--- src/rtl/cache_ctrl_pkg.sv ---
// Shared types and constants for the 4-entry fully-associative cache controller.
package cache_ctrl_pkg;

  localparam int         NUM_ENTRIES = 4;
  localparam logic [1:0] AGE_MRU     = 2'd3;

  typedef enum logic [2:0] {
    IDLE    = 3'd0,
    LOOKUP  = 3'd1,
    MEM_RD  = 3'd2,
    FILL    = 3'd3,
    MEM_WR  = 3'd4,
    RESPOND = 3'd5
  } state_t;

endpackage

--- src/rtl/cache_lru_update.sv ---
// LRU age update: touched entry becomes most recent, entries newer than it age by one.
module cache_lru_update
  import cache_ctrl_pkg::*;
(
  input  logic [NUM_ENTRIES-1:0][1:0] i_age,
  input  logic [1:0]                  i_idx,
  output logic [NUM_ENTRIES-1:0][1:0] o_age
);

  always_comb begin
    for (int j = 0; j < NUM_ENTRIES; j++) begin
      if (j == int'(i_idx))
        o_age[j] = AGE_MRU;
      else if (i_age[j] > i_age[i_idx])
        o_age[j] = i_age[j] - 2'd1;
      else
        o_age[j] = i_age[j];
    end
  end

endmodule

--- src/rtl/cache_ctrl.sv ---
// Write-through, no-write-allocate cache sequencer with a 4-entry LRU entry array.
// state   | meaning
// IDLE    | waiting for cpu_req
// LOOKUP  | tag compare, counters, hit service
// MEM_RD  | read miss fetch from memory
// FILL    | victim replacement with fetched data
// MEM_WR  | write-through to memory
// RESPOND | one-cycle cpu_ack
module cache_ctrl
  import cache_ctrl_pkg::*;
#(
  parameter int d_width = 8,
  parameter int a_width = 8
) (
  input  logic               clk,
  input  logic               rst,
  input  logic               cpu_req,
  input  logic               cpu_we,
  input  logic [a_width-1:0] cpu_addr,
  input  logic [d_width-1:0] cpu_wdata,
  output logic [d_width-1:0] cpu_rdata,
  output logic               cpu_ack,
  output logic               busy,
  output logic               mem_req,
  output logic               mem_we,
  output logic [a_width-1:0] mem_addr,
  output logic [d_width-1:0] mem_wdata,
  input  logic [d_width-1:0] mem_rdata,
  input  logic               mem_ready,
  output logic [7:0]         hit_cnt,
  output logic [7:0]         miss_cnt
);

  state_t r_state, w_next;

  logic                          r_we;
  logic [a_width-1:0]            r_addr;
  logic [d_width-1:0]            r_wdata;
  logic [d_width-1:0]            r_mdata;
  logic [d_width-1:0]            r_rdata;
  logic [7:0]                    r_hit_cnt, r_miss_cnt;
  logic [NUM_ENTRIES-1:0]        r_valid;
  logic [a_width-1:0]            r_tag  [NUM_ENTRIES];
  logic [d_width-1:0]            r_data [NUM_ENTRIES];
  logic [NUM_ENTRIES-1:0][1:0]   r_age;

  logic                          w_hit;
  logic [1:0]                    w_hit_idx, w_vic_idx, w_touch_idx;
  logic [NUM_ENTRIES-1:0][1:0]   w_new_age;

  // descending scan so the lowest matching index wins
  always_comb begin
    w_hit     = 1'b0;
    w_hit_idx = '0;
    for (int i = NUM_ENTRIES-1; i >= 0; i--) begin
      if (r_valid[i] && r_tag[i] == r_addr) begin
        w_hit     = 1'b1;
        w_hit_idx = 2'(i);
      end
    end
  end

  always_comb begin
    w_vic_idx = '0;
    for (int i = 0; i < NUM_ENTRIES; i++)
      if (r_age[i] == 2'd0) w_vic_idx = 2'(i);
    for (int i = NUM_ENTRIES-1; i >= 0; i--)
      if (!r_valid[i]) w_vic_idx = 2'(i);
  end

  assign w_touch_idx = (r_state == FILL) ? w_vic_idx : w_hit_idx;

  cache_lru_update u_lru (
    .i_age (r_age),
    .i_idx (w_touch_idx),
    .o_age (w_new_age)
  );

  always_ff @(posedge clk) begin
    if (!rst) r_state <= IDLE;
    else      r_state <= w_next;
  end

  always_comb begin
    w_next = r_state;
    case (r_state)
      IDLE:    if (cpu_req) w_next = LOOKUP;
      LOOKUP:  w_next = r_we ? MEM_WR : (w_hit ? RESPOND : MEM_RD);
      MEM_RD:  if (mem_ready) w_next = FILL;
      FILL:    w_next = RESPOND;
      MEM_WR:  if (mem_ready) w_next = RESPOND;
      RESPOND: w_next = IDLE;
      default: w_next = IDLE;
    endcase
  end

  always_comb begin
    cpu_ack   = (r_state == RESPOND);
    busy      = (r_state != IDLE);
    mem_req   = (r_state == MEM_RD) || (r_state == MEM_WR);
    mem_we    = (r_state == MEM_WR);
    mem_addr  = mem_req ? r_addr : '0;
    mem_wdata = mem_we ? r_wdata : '0;
  end

  always_ff @(posedge clk) begin
    if (!rst) begin
      r_we       <= 1'b0;
      r_addr     <= '0;
      r_wdata    <= '0;
      r_mdata    <= '0;
      r_rdata    <= '0;
      r_hit_cnt  <= '0;
      r_miss_cnt <= '0;
      r_valid    <= '0;
      for (int i = 0; i < NUM_ENTRIES; i++) begin
        r_tag[i]  <= '0;
        r_data[i] <= '0;
        r_age[i]  <= 2'(i);
      end
    end else begin
      case (r_state)
        IDLE: if (cpu_req) begin
          r_we    <= cpu_we;
          r_addr  <= cpu_addr;
          r_wdata <= cpu_wdata;
        end
        LOOKUP: begin
          if (w_hit) begin
            if (r_hit_cnt != 8'hFF) r_hit_cnt <= r_hit_cnt + 8'd1;
            r_age <= w_new_age;
            if (r_we) r_data[w_hit_idx] <= r_wdata;
            else      r_rdata <= r_data[w_hit_idx];
          end else if (r_miss_cnt != 8'hFF) begin
            r_miss_cnt <= r_miss_cnt + 8'd1;
          end
        end
        MEM_RD: if (mem_ready) r_mdata <= mem_rdata;
        FILL: begin
          r_valid[w_vic_idx] <= 1'b1;
          r_tag[w_vic_idx]   <= r_addr;
          r_data[w_vic_idx]  <= r_mdata;
          r_age              <= w_new_age;
          r_rdata            <= r_mdata;
        end
        default: ;
      endcase
    end
  end

  assign cpu_rdata = r_rdata;
  assign hit_cnt   = r_hit_cnt;
  assign miss_cnt  = r_miss_cnt;

endmodule

--- config.mk ---
export PLATFORM = sky130hd
export DESIGN_NAME = cache_ctrl
export DESIGN_NICKNAME = d
export VERILOG_FILES = /design/src/rtl/cache_ctrl_pkg.sv /design/src/rtl/cache_lru_update.sv /design/src/rtl/cache_ctrl.sv
export SDC_FILE = /design/constraint.sdc
export NUM_CORES = 1
export LEC_CHECK = 0
export CORE_MARGIN = 10
export CORE_UTILIZATION = 35
export CTS_BUF_LIST = sky130_fd_sc_hd__clkbuf_8 sky130_fd_sc_hd__clkbuf_16
export DETAILED_ROUTE_END_ITERATION = 6
export MAX_ROUTING_LAYER = met4
export PLACE_DENSITY = 0.61
export SYNTH_ARGS = -nofsm -noshare
export SYNTH_HDL_FRONTEND = slang
export SYNTH_SLANG_ARGS = --single-unit
--- constraint.sdc ---
create_clock -name clk -period 3.8 [get_ports clk]
set_clock_uncertainty 0.1 [all_clocks]
set_input_delay 0.95 -clock clk [delete_from_list [all_inputs] [get_ports clk]]
set_output_delay 0.95 -clock clk [all_outputs]
set_load 0.02 [all_outputs]
==> summary.txt, run 1 <==
STA
  • Slew Limit Fails: 0
  • Number of endpoints failing setup at the final stage: 0
  • Fin crit period: 3.47 ns
  • RSZ-0062 raised after global routing: false
  • Max Fclk: 288 MHz
  • Tightest Pin Transition: 1.02 ns
  • Fin. Hold Viols: 0
  • Fin Setup TNS: 0 ns
  • Hold Slack: 0.373 ns
  • Slew HR: 0.316
  • Final period utilization: 0.913

Setup path
  • Crit-path leading delay family: simple AND/OR/NAND/NOR gates
  • CP Launch Point: r_addr[6]$_SDFFE_PN0P_
  • Worst r2r path cells: 15
  • CP Launch Type: flop
  • Setup Crit Path Kind: flop to flop
  • Worst path depth: 15
  • Reg2Reg Capture Point: r_age[1]$_SDFFE_PN0P_
  • CP peak stage delay: about 0.44 ns
  • Crit path buf inv count: 0
  • RR Startpoint: r_addr[6]$_SDFFE_PN0P_
  • CP most frequent cell: nor2_1
  • CP cell instances: xnor2_1, nand3_1, or3_4, o211ai_2, o21a_1, nand2_1, and3_1, a31oi_4, ha_1, nor2_1, nor2_1, o31ai_1, a21oi_1, or3_1, o2111a_1
  • Critical path peak fanout: 10
  • Worst path required time: 4.01 ns
  • Type of element capturing the critical path: flop
  • Critical-path top delay cell: dfxtp_2
  • Worst reg2reg setup slack: 0.33 ns
  • CP Capture Point: r_age[1]$_SDFFE_PN0P_
  • Critical Path AT: 3.68 ns

Clocking
  • CTS max path bufs: 2
  • Htree depth: 4
  • Sink Count: 128
  • Clk Latency, worst-skew pair: 0.42 ns
  • CTS Buf Count: 17
  • Reg clk slew, reported paths: 0.06 ns
  • Root Buffer: clkbuf_16
  • TritonCTS clock tree: built

Synthesis
  • Yosys reg bits: 128
  • Syn Std Cell Area: 6480 sq um
  • Syn avg cell area: 9.82 sq um
  • Post-synth EDFFs: 64
  • Distinct cell type count after synthesis: 68
  • Seq/Total Area, Yosys: 0.494
  • Post-synth net total: 698
  • Yosys warns: 0
  • Ys flop type: edfxtp_1
  • Async SR Flop Fraction: 0
  • Cells after synthesis: 660

GRT
  • Number of global-route vias before repair: roughly 5000
  • Initial antenna violation count: 0
  • Largest net degree at the start of global routing: about 50
  • GRT Residual Overflow: 0
  • Global Route Usage Sum: 0.141
  • First-pass GRT wire length: between 20000 and 30000 um

Worst hold path
  • Hold crit path type: flop to flop

Detailed routing
  • Via/cell ratio: 5.10
  • Drt total wl: roughly 16000 um
  • Post-DR wirelength/cell: 16.8 um
  • Drt first-iter violations: approximately 380
  • Drt pass-1 iters: 5
  • Routed Antenna Nets: 0
  • Via count: 4991
  • DRC: 0

Power
  • Max VDD drop: 0.000276 V
  • Pwr per Cell Area: 508 nW/um^2
  • P_leak: 0.00304 uW
  • Tot Pwr: around 4100 uW

Cells and area
  • Most frequent cells in the layout: nand2_1 (86), nor2_1 (83), clkdlybuf4s50_1 (72)
  • Share of layout cells above drive strength 1: 0.133
  • Total Nets Final: 775
  • Commonest non-fill, non-tap cell in the layout: nand2_1
  • Antenna Cells: 0
  • Area Growth Syn to Fin: 24.4%
  • Core Util, Final: 0.446

Run
  • Number of max-cap violations: 0

Placement
  • Post-DP HPWL: roughly 12000 um
  • PortBufs: between 70 and 80
  • Routability cong.: around 0.89

Outcome
  • Outcome: finished, final reports clean

Die
  • Die H: 156 um
  • Core Rows: 49
  • Io pins: 73
  • Die area: between 20000 and 25000 sq um
  • Starting density of the core: 0.358
  • Core Area: 18100 sq um
  • Die width: ~160 um
## kinds of logic (layout without fill, tap and decap cells)
logic type | count (synthesis) | in the layout | share of synthesized area
flip-flops | 128 | 128 | 0.494
XOR/XNOR | 43 | 43 | 0.0581
AND/OR/NAND/NOR | 288 | 288 | 0.219
buffers and inverters | 59 | 149 | 0.0475
multiplexers | 29 | 29 | 0.0465
AO/OA/AOI/OAI | 104 | 104 | 0.117
adder cells (fa/ha/maj) | 9 | 9 | 0.0174
## worst min path at each step
stage                            start                 endpoint  cells past startpoint
4_1_cts        r_wdata[2]$_SDFFE_PN0P_  r_wdata[2]$_SDFFE_PN0P_                      2
3_5_place_dp   r_wdata[2]$_SDFFE_PN0P_  r_wdata[2]$_SDFFE_PN0P_                      2
5_1_grt        r_wdata[4]$_SDFFE_PN0P_  r_wdata[4]$_SDFFE_PN0P_                      2
2_1_floorplan  r_wdata[0]$_SDFFE_PN0P_  r_wdata[0]$_SDFFE_PN0P_                      2
3_3_place_gp   r_wdata[2]$_SDFFE_PN0P_  r_wdata[2]$_SDFFE_PN0P_                      2
6_report       r_wdata[2]$_SDFFE_PN0P_  r_wdata[2]$_SDFFE_PN0P_                      2
## flip-flops by register name (all words and copies together), names as in the netlist
name	count
r_age	8
r_data	32
r_valid	4
miss_cnt	8
hit_cnt	8
r_mdata	8
r_we	1
r_tag	32
r_state	3
r_addr	8
r_wdata	8
cpu_rdata	8
## power by group
| group | leakage [uW] | total [uW] | switching (uW) | internal [uW] |
|---|---|---|---|---|
| clock | 0.000295 | 1580 | 610 | 967 |
| combinational | 0.00156 | 816 | 470 | 346 |
| sequential | 0.00118 | 1700 | 137 | 1570 |
## cell usage after synthesis, types with 3 or more instances
| library cell | number | area [sq um] |
|---|---|---|
| o21ai_0 | 8 | 40.0 |
| a21oi_1 | 41 | 205 |
| and3_1 | 14 | 87.6 |
| xnor2_1 | 36 | 315 |
| ha_1 | 9 | 113 |
| nand3_1 | 10 | 50.1 |
| and2_1 | 43 | 269 |
| mux2i_1 | 20 | 200 |
| o31ai_1 | 3 | 22.5 |
| edfxtp_1 | 64 | 1920 |
| nor4_1 | 3 | 18.8 |
| nor2b_1 | 3 | 18.8 |
| a21o_1 | 3 | 22.5 |
| or3_1 | 6 | 37.5 |
| nand2b_1 | 4 | 25.0 |
| a22oi_1 | 8 | 60.1 |
| nand2_1 | 87 | 327 |
| a311oi_1 | 8 | 70.1 |
| nand4_1 | 7 | 43.8 |
| xor2_1 | 7 | 61.3 |
| inv_1 | 23 | 86.3 |
| nor3_1 | 8 | 40.0 |
| nor2_1 | 84 | 315 |
| buf_6 | 9 | 101 |
| buf_4 | 4 | 30.0 |
| o211ai_1 | 3 | 22.5 |
| buf_2 | 3 | 15.0 |
| nand4_2 | 3 | 37.5 |
| o21a_1 | 3 | 22.5 |
| dfxtp_1 | 64 | 1280 |
| clkbuf_1 | 18 | 67.6 |
| nor3_2 | 3 | 30.0 |
| mux2_2 | 8 | 90.1 |
## routing by layer
| layer | track usage | vias to the layer above | wire [um] |
|---|---|---|---|
| li1 | - | 2450 | - |
| met1 | 0.178 | 2380 | 7770 |
| met2 | 0.215 | 140 | 7650 |
| met3 | 0.0350 | 21 | 740 |
| met4 | 0.0526 | 0 | 287 |
| met5 | - | - | 0 |
## stage by stage
stage          instance area, sq um  cells  worst slack (ns)
3_3_place_gp                   7430    946             0.175
3_5_place_dp                   7430    946            0.0763
6_report                       8060    979             0.332
4_1_cts                        8010    978            0.0559
5_1_grt                        8060    979            0.0664
2_1_floorplan                  6480    660             0.486
## cell type report
cell class	count	area [sq um]
clock buffers	21	514
clock inverters	11	73.8
fillers	1671	10000
inverters	24	90.1
multi-input cells	473	3000
flip-flops and latches	128	3220
well taps	229	287
repair buffers	93	878
## worst register-to-register path: stages (launching register included)
cell	delay, ns
dfxtp_2	0.44
xnor2_1	0.16
nand3_1	0.14
or3_4	0.41
o211ai_2	0.14
o21a_1	0.20
nand2_1	0.06
and3_1	0.21
a31oi_4	0.20
ha_1	0.26
nor2_1	0.14
nor2_1	0.07
o31ai_1	0.20
a21oi_1	0.12
or3_1	0.37
o2111a_1	0.14
## what timing repair did
action	in CTS	in global routing
hold buffers	0	0
gates resized for setup	0	15
buffers inserted	0	1
endpoints found under the setup margin	0	4
No activity file was read; power rests on OpenSTA's default activity.
==> run 2, diff against run 1 <==
--- a/config.mk
+++ b/config.mk
@@ -8,6 +8,7 @@
 export CORE_MARGIN = 10
 export CORE_UTILIZATION = 35
 export CTS_BUF_LIST = sky130_fd_sc_hd__clkbuf_8 sky130_fd_sc_hd__clkbuf_16
+export CTS_CLUSTER_DIAMETER = 30
 export DETAILED_ROUTE_END_ITERATION = 6
 export MAX_ROUTING_LAYER = met4
 export PLACE_DENSITY = 0.61
==> results of run 2 <==
The final DEF is identical to that of run 1; final timing and power are the same.
